`src/rtl/wb_arbiter2_pkg.sv`:
```
// Shared bus widths and arbiter state encoding for the external Wishbone port.
package kcp_bus_pkg;
  localparam int ADR_W = 64;
  localparam int DAT_W = 16;

  typedef enum logic [1:0] {
    ST_IDLE  = 2'd0,
    ST_OWN0  = 2'd1,
    ST_OWN1  = 2'd2,
    ST_ABORT = 2'd3
  } state_e;
endpackage

```
`src/rtl/wb_arbiter2_if.sv`:
```
// Bundle of both requester ports plus the external Wishbone master port.
// The slave modport is the arbiter's view; master is the surrounding core/bus.
interface wb_arbiter2_if;
  import kcp_bus_pkg::*;

  logic [ADR_W-1:0] m0adr_i, m1adr_i, wbmadr_o;
  logic [DAT_W-1:0] m0dat_i, m1dat_i, wbmdat_o;
  logic             m0we_i, m0stb_i, m0cyc_i;
  logic             m1we_i, m1stb_i, m1cyc_i;
  logic             m0ack_o, m0err_o, m1ack_o, m1err_o;
  logic [DAT_W-1:0] m0dat_o, m1dat_o, wbmdat_i;
  logic             wbmwe_o, wbmstb_o, wbmcyc_o, wbmack_i;

  modport slave (
    input  m0adr_i, m0dat_i, m0we_i, m0stb_i, m0cyc_i,
    input  m1adr_i, m1dat_i, m1we_i, m1stb_i, m1cyc_i,
    input  wbmack_i, wbmdat_i,
    output m0ack_o, m0err_o, m0dat_o, m1ack_o, m1err_o, m1dat_o,
    output wbmadr_o, wbmdat_o, wbmwe_o, wbmstb_o, wbmcyc_o
  );

  modport master (
    output m0adr_i, m0dat_i, m0we_i, m0stb_i, m0cyc_i,
    output m1adr_i, m1dat_i, m1we_i, m1stb_i, m1cyc_i,
    output wbmack_i, wbmdat_i,
    input  m0ack_o, m0err_o, m0dat_o, m1ack_o, m1err_o, m1dat_o,
    input  wbmadr_o, wbmdat_o, wbmwe_o, wbmstb_o, wbmcyc_o
  );
endinterface

```
`src/rtl/wb_arbiter2_watchdog.sv`:
```
// Bus-timeout counter: counts strobe-without-ack cycles and flags the cycle
// in which the count reaches TIMEOUT-1 with the strobe still unanswered.
module wb_watchdog #(
  parameter int TIMEOUT = 16,
  parameter int CW      = 8
) (
  input  logic clk_i,
  input  logic reset_i,
  input  logic clr,
  input  logic tick,
  output logic expire
);
  localparam logic [CW-1:0] LAST = CW'(TIMEOUT - 1);

  logic [CW-1:0] cnt_q, cnt_d;

  assign expire = tick & ~clr & (cnt_q == LAST);

  // Next count: clear on request or on expiry, otherwise advance on tick.
  always_comb begin
    cnt_d = cnt_q;
    if (clr || expire)  cnt_d = '0;
    else if (tick)      cnt_d = cnt_q + CW'(1);
  end

  // Counter register.
  always_ff @(posedge clk_i or posedge reset_i) begin
    if (reset_i) cnt_q <= '0;
    else         cnt_q <= cnt_d;
  end
endmodule

```
`src/rtl/wb_arbiter2.sv`:
```
// Two-requester Wishbone arbiter: whole-cycle grants, round-robin on ties,
// one mandatory idle cycle between owners, and a watchdog abort for hung slaves.
module wb_arbiter2
  import kcp_bus_pkg::*;
#(
  parameter int TIMEOUT = 16,
  parameter int CW      = 8
) (
  input  logic          clk_i,
  input  logic          reset_i,
  wb_arbiter2_if.slave  bus
);
  state_e state_q, state_d;
  logic   last_q, last_d;   // last granted requester; also the owner while in ABORT
  logic   own0, own1, own_stb, tick, clr, expire, own_cyc_abort;

  assign own0    = (state_q == ST_OWN0);
  assign own1    = (state_q == ST_OWN1);
  assign own_stb = own0 ? bus.m0stb_i : (own1 ? bus.m1stb_i : 1'b0);
  assign tick    = own_stb & ~bus.wbmack_i;
  assign clr     = ~tick;
  assign own_cyc_abort = last_q ? bus.m1cyc_i : bus.m0cyc_i;

  wb_watchdog #(.TIMEOUT(TIMEOUT), .CW(CW)) u_wdog (
    .clk_i   (clk_i),
    .reset_i (reset_i),
    .clr     (clr),
    .tick    (tick),
    .expire  (expire)
  );

  // Bus and requester outputs: pass-through for the owner, zero otherwise.
  always_comb begin
    bus.wbmadr_o = '0;
    bus.wbmdat_o = '0;
    bus.wbmwe_o  = 1'b0;
    bus.wbmstb_o = 1'b0;
    bus.wbmcyc_o = 1'b0;
    bus.m0ack_o  = 1'b0;
    bus.m0err_o  = 1'b0;
    bus.m0dat_o  = '0;
    bus.m1ack_o  = 1'b0;
    bus.m1err_o  = 1'b0;
    bus.m1dat_o  = '0;
    if (own0) begin
      bus.wbmadr_o = bus.m0adr_i;
      bus.wbmdat_o = bus.m0dat_i;
      bus.wbmwe_o  = bus.m0we_i;
      bus.wbmstb_o = bus.m0stb_i;
      bus.wbmcyc_o = bus.m0cyc_i;
      bus.m0ack_o  = bus.wbmack_i;
      bus.m0dat_o  = bus.wbmdat_i;
      bus.m0err_o  = expire;
    end else if (own1) begin
      bus.wbmadr_o = bus.m1adr_i;
      bus.wbmdat_o = bus.m1dat_i;
      bus.wbmwe_o  = bus.m1we_i;
      bus.wbmstb_o = bus.m1stb_i;
      bus.wbmcyc_o = bus.m1cyc_i;
      bus.m1ack_o  = bus.wbmack_i;
      bus.m1dat_o  = bus.wbmdat_i;
      bus.m1err_o  = expire;
    end
  end

  // Grant sequencing; expiry wins over the owner dropping cyc in the same cycle.
  always_comb begin
    state_d = state_q;
    last_d  = last_q;
    case (state_q)
      ST_IDLE: begin
        if (bus.m0cyc_i && bus.m1cyc_i) begin
          state_d = last_q ? ST_OWN0 : ST_OWN1;
          last_d  = ~last_q;
        end else if (bus.m0cyc_i) begin
          state_d = ST_OWN0;
          last_d  = 1'b0;
        end else if (bus.m1cyc_i) begin
          state_d = ST_OWN1;
          last_d  = 1'b1;
        end
      end
      ST_OWN0: begin
        if (expire)            state_d = ST_ABORT;
        else if (!bus.m0cyc_i) state_d = ST_IDLE;
      end
      ST_OWN1: begin
        if (expire)            state_d = ST_ABORT;
        else if (!bus.m1cyc_i) state_d = ST_IDLE;
      end
      ST_ABORT: begin
        if (!own_cyc_abort) state_d = ST_IDLE;
      end
      default: state_d = ST_IDLE;
    endcase
  end

  // Grant state registers; last starts at 1 so requester 0 wins the first tie.
  always_ff @(posedge clk_i or posedge reset_i) begin
    if (reset_i) begin
      state_q <= ST_IDLE;
      last_q  <= 1'b1;
    end else begin
      state_q <= state_d;
      last_q  <= last_d;
    end
  end
endmodule

```
`src/flat_wrapper.sv`:
```
// flat-port wrapper written by rule: the top's interface ports become plain ports
module wb_arbiter2_flat import kcp_bus_pkg::*;
#(
  parameter int TIMEOUT = 16,
  parameter int CW      = 8
)
  (clk_i, reset_i, bus_m0adr_i, bus_m0dat_i, bus_m0we_i, bus_m0stb_i, bus_m0cyc_i, bus_m1adr_i, bus_m1dat_i, bus_m1we_i, bus_m1stb_i, bus_m1cyc_i, bus_wbmack_i, bus_wbmdat_i, bus_m0ack_o, bus_m0err_o, bus_m0dat_o, bus_m1ack_o, bus_m1err_o, bus_m1dat_o, bus_wbmadr_o, bus_wbmdat_o, bus_wbmwe_o, bus_wbmstb_o, bus_wbmcyc_o);
  wb_arbiter2_if bus_i ();
  input  logic clk_i;
  input  logic reset_i;
  input wire logic [$bits(bus_i.m0adr_i)-1:0] bus_m0adr_i;
  input wire logic [$bits(bus_i.m0dat_i)-1:0] bus_m0dat_i;
  input wire logic [$bits(bus_i.m0we_i)-1:0] bus_m0we_i;
  input wire logic [$bits(bus_i.m0stb_i)-1:0] bus_m0stb_i;
  input wire logic [$bits(bus_i.m0cyc_i)-1:0] bus_m0cyc_i;
  input wire logic [$bits(bus_i.m1adr_i)-1:0] bus_m1adr_i;
  input wire logic [$bits(bus_i.m1dat_i)-1:0] bus_m1dat_i;
  input wire logic [$bits(bus_i.m1we_i)-1:0] bus_m1we_i;
  input wire logic [$bits(bus_i.m1stb_i)-1:0] bus_m1stb_i;
  input wire logic [$bits(bus_i.m1cyc_i)-1:0] bus_m1cyc_i;
  input wire logic [$bits(bus_i.wbmack_i)-1:0] bus_wbmack_i;
  input wire logic [$bits(bus_i.wbmdat_i)-1:0] bus_wbmdat_i;
  output wire logic [$bits(bus_i.m0ack_o)-1:0] bus_m0ack_o;
  output wire logic [$bits(bus_i.m0err_o)-1:0] bus_m0err_o;
  output wire logic [$bits(bus_i.m0dat_o)-1:0] bus_m0dat_o;
  output wire logic [$bits(bus_i.m1ack_o)-1:0] bus_m1ack_o;
  output wire logic [$bits(bus_i.m1err_o)-1:0] bus_m1err_o;
  output wire logic [$bits(bus_i.m1dat_o)-1:0] bus_m1dat_o;
  output wire logic [$bits(bus_i.wbmadr_o)-1:0] bus_wbmadr_o;
  output wire logic [$bits(bus_i.wbmdat_o)-1:0] bus_wbmdat_o;
  output wire logic [$bits(bus_i.wbmwe_o)-1:0] bus_wbmwe_o;
  output wire logic [$bits(bus_i.wbmstb_o)-1:0] bus_wbmstb_o;
  output wire logic [$bits(bus_i.wbmcyc_o)-1:0] bus_wbmcyc_o;
  assign bus_i.m0adr_i = bus_m0adr_i;
  assign bus_i.m0dat_i = bus_m0dat_i;
  assign bus_i.m0we_i = bus_m0we_i;
  assign bus_i.m0stb_i = bus_m0stb_i;
  assign bus_i.m0cyc_i = bus_m0cyc_i;
  assign bus_i.m1adr_i = bus_m1adr_i;
  assign bus_i.m1dat_i = bus_m1dat_i;
  assign bus_i.m1we_i = bus_m1we_i;
  assign bus_i.m1stb_i = bus_m1stb_i;
  assign bus_i.m1cyc_i = bus_m1cyc_i;
  assign bus_i.wbmack_i = bus_wbmack_i;
  assign bus_i.wbmdat_i = bus_wbmdat_i;
  assign bus_m0ack_o = bus_i.m0ack_o;
  assign bus_m0err_o = bus_i.m0err_o;
  assign bus_m0dat_o = bus_i.m0dat_o;
  assign bus_m1ack_o = bus_i.m1ack_o;
  assign bus_m1err_o = bus_i.m1err_o;
  assign bus_m1dat_o = bus_i.m1dat_o;
  assign bus_wbmadr_o = bus_i.wbmadr_o;
  assign bus_wbmdat_o = bus_i.wbmdat_o;
  assign bus_wbmwe_o = bus_i.wbmwe_o;
  assign bus_wbmstb_o = bus_i.wbmstb_o;
  assign bus_wbmcyc_o = bus_i.wbmcyc_o;
  wb_arbiter2 #(.TIMEOUT(TIMEOUT), .CW(CW)) u_core (.clk_i(clk_i), .reset_i(reset_i), .bus(bus_i));
endmodule
```
`config.mk`:
```
export PLATFORM = sky130hd
export DESIGN_NAME = wb_arbiter2_flat
export DESIGN_NICKNAME = d
export VERILOG_FILES = /design/src/rtl/wb_arbiter2_pkg.sv /design/src/rtl/wb_arbiter2_if.sv /design/src/rtl/wb_arbiter2_watchdog.sv /design/src/rtl/wb_arbiter2.sv /design/src/flat_wrapper.sv
export SDC_FILE = /design/constraint.sdc
export NUM_CORES = 1
export LEC_CHECK = 0
export CAP_MARGIN = 20
export CELL_PAD_IN_SITES_DETAIL_PLACEMENT = 2
export CELL_PAD_IN_SITES_GLOBAL_PLACEMENT = 2
export CORE_MARGIN = 2
export CORE_UTILIZATION = 10
export DETAILED_ROUTE_END_ITERATION = 10
export PLACE_DENSITY = 0.9
export SLEW_MARGIN = 30
export SYNTH_ARGS = -nofsm -noshare
export SYNTH_HDL_FRONTEND = slang
export SYNTH_SLANG_ARGS = --single-unit
```
`constraint.sdc`:
```
create_clock -name clk_i -period 2.9 [get_ports clk_i]
set_input_delay 0.725 -clock clk_i [delete_from_list [all_inputs] [get_ports clk_i]]
set_output_delay 0.725 -clock clk_i [all_outputs]
set_load 0.02 [all_outputs]
```
==> results by group <==
Floorplanning
  – Die Span X: 147.6 µm
  – Die Area: 0.02178 mm²
  – FP Rows: 52
  – Core area: 0.02023 mm²
  – IO Pins: 304
  – Die height: 147.6 µm
  – Initial Util: 0.1019

Power
  – PD cells: 757.1 mW/mm²
  – Pleak: 2.625 nW
  – Maximum VDD drop: 257.2 µV
  – PnR Total Power: 4.193 mW

Global routing
  – Number of global-route vias before repair: 4,077
  – GR peak layer: met2
  – Met3 usage: 0.03056
  – First-pass GRT wire length: 21.36 mm
  – Largest net degree at the start of global routing: 50
  – Initial antenna violation count: 0
  – Grt ovf: 0
  – Routing usage on met1: 0.1284
  – Total GRT Usage: 0.1198
  – GRT met2 Usage: 0.2365

Clocking
  – Htree depth: 1
  – Clk slew on worst S/H paths: 40 ps
  – CTS buffer count: 3
  – TritonCTS clock tree: yes
  – Clock tree buffer depth: 2
  – Clk Latency, worst-skew pair: 240 ps
  – Cts hold-fix bufs: 0
  – # clock sinks: 11
  – Root Buffer: clkbuf_16

Layout
  – Fraction of layout cells with a size suffix above 1: 0.05389
  – Area Overhead vs Synth: 168.6%
  – Ant. Diodes: 0
  – Layout Cells excl Fill: 938
  – Most common cell after layout, fill and taps aside: clkdlybuf4s50_1
  – Most frequent cells in the layout: clkdlybuf4s50_1 (193), nand2_1 (160), dlygate4sd2_1 (97), o21ai_0 (79), and2_1 (34)
  – Nets: 860
  – Filler cells: 2,449

Detailed routing
  – Wire per inst: 14.67 µm
  – Final wirelength: 13.76 mm
  – Antenna viol nets, final: 0
  – DRC errors left: 0
  – Number of detailed-route iterations in the first pass: 3
  – Vias: 3,692
  – Vias per std cell: 3.936
  – Iter 0 DRT Violations: 78

Yosys
  – Synth warn: 0
  – Library cells used by synthesis: 39
  – Sequential share of the synthesized area: 0.1341
  – Leading area contributor after synthesis: nand2_1
  – #FFs+latches synth: 11
  – Async SR Flop Fraction: 1.000
  – Post-synth EDFFs: 0
  – Top cell type's share of synthesized area: 0.2913
  – Syn Nets: 564
  – Primary FF master, synth: dfrtp_1
  – Synthesized cell area: 0.002062 mm²
  – Synth area leaders: nand2_1 (29%), o21ai_0 (19%), dfrtp_1 (12%)
  – Cells after synthesis: 373
  – Syn Area/Cell: 5.528 µm²

Run
  – Max Cap Viol: 0

STA
  – Minimum clock period: 2832 ps
  – Fmax: 0.3532 GHz
  – Worst slew margin: 0.7006
  – Slew Viols, Final: 0
  – Final hold viol count: 0
  – Final setup fails: 0
  – Worst-margin pin slew: 448.6 ps
  – RSZ-0062 raised after global routing: no
  – Layout Skew: 3.162 ps
  – Fin crit share: 0.9764

Setup path
  – CP arrival: 2110 ps
  – Setup CP Type: in2out
  – Critical path endpoint category: output port
  – CP Data Required Time: 2170 ps
  – R2R Setup Slk: 880 ps
  – Type of origin of the critical path: primary input
  – CP Max Fanout: 3

Placement
  – GPL Wtd Cong: 0.7623
  – Placed cell count: 934
  – Buffers on Ports: 303
  – Post-DP HPWL: 11.97 mm

Worst hold path
  – Worst min path class: reg2reg

Outcome
  – Status: finished, final reports clean
[state kept, by name, summed over array words and instances, names as in the netlist]
name and flops:
u_core.u_wdog.cnt_q 8, u_core.state_q 2, u_core.last_q 1
[area by class of cell]
| type | count | area [µm²] | area share |
|---|---|---|---|
| multi-input combinational | 325 | 1647 | 0.2973 |
| tap | 270 | 337.8 | 0.06100 |
| inverter | 6 | 22.52 | 0.004067 |
| clock buffer | 3 | 75.07 | 0.01356 |
| timing repair buffer | 322 | 3174 | 0.5732 |
| sequential | 11 | 276.5 | 0.04993 |
| clock inverter | 1 | 5.005 | 0.0009038 |
[worst max-delay path, cell delays in order]
cell	delay [ps]
clkdlybuf4s50_1	420
and4b_1	290
o211a_1	200
and2_2	150
dlygate4sd2_1	330
[report_power, final]
group          total, mW  internal [mW]  switching [mW]
Clock              0.257          0.183          0.0740
Sequential         0.207          0.185          0.0225
Combinational       3.73           1.54            2.19
[final timing paths]
kind,startpoint,end,cells past startpoint
setup / recovery,bus_wbmack_i,bus_m1err_o,5
max in group asynchronous,reset_i,u_core.last_q,2
hold reg to reg,u_core.u_wdog.cnt_q[0],u_core.u_wdog.cnt_q[0],1
min in group asynchronous,reset_i,u_core.u_wdog.cnt_q[7],2
setup reg to reg,u_core.state_q[1],u_core.state_q[0],7
hold / removal,u_core.u_wdog.cnt_q[0],u_core.u_wdog.cnt_q[0],1
[logic make-up (layout without fill, tap and decap cells)]
logic type	Yosys count	count (layout)	synth area share
AND/OR/NAND/NOR	218	218	0.4678
AO/OA/AOI/OAI	92	92	0.2439
multiplexers	3	3	0.01759
flip-flops	11	11	0.1341
XOR/XNOR	6	6	0.02549
adder cells (fa/ha/maj)	6	6	0.03641
buffers and inverters	37	332	0.07464
[stage by stage]
step / util / worst slack (ps) / setup TNS (ps) / cell area (µm²) / hold slack (ps)
finish: 0.2737 / 68.42 / 0 / 5538 / 475.4
global route: 0.2737 / 2.183 / 0 / 5538 / 529.4
CTS: 0.2721 / 4.045 / 0 / 5505 / 484.6
detailed placement: 0.2741 / -202.1 / -402.2 / 5547 / 478.8
global placement: 0.2741 / -152.1 / -303.9 / 5547 / 451.5
floorplan: - / 416.2 / 0 / 2062 / 431.9
[per-layer routing]
metal	routed length, µm	vias up
li1	-	1796
met1	5064	1727
met2	7361	157
met3	1156	12
met4	178	0
met5	0	-
[cells in the mapped netlist, drive strengths merged (2+ instances only)]
library cell / count
a22o: 4
a22oi: 2
and2: 37
buf: 12
clkbuf: 19
dfrtp: 10
ha: 6
inv: 6
mux2: 2
nand2: 160
nand3: 2
nor2: 10
o21ai: 80
xnor2: 4
xor2: 2
[repair_timing]
item	in CTS	in global routing
buffers inserted	0	0
gates resized for setup	97	13
endpoints found under the setup margin	97	13
Power figures use the tool's default switching activity.
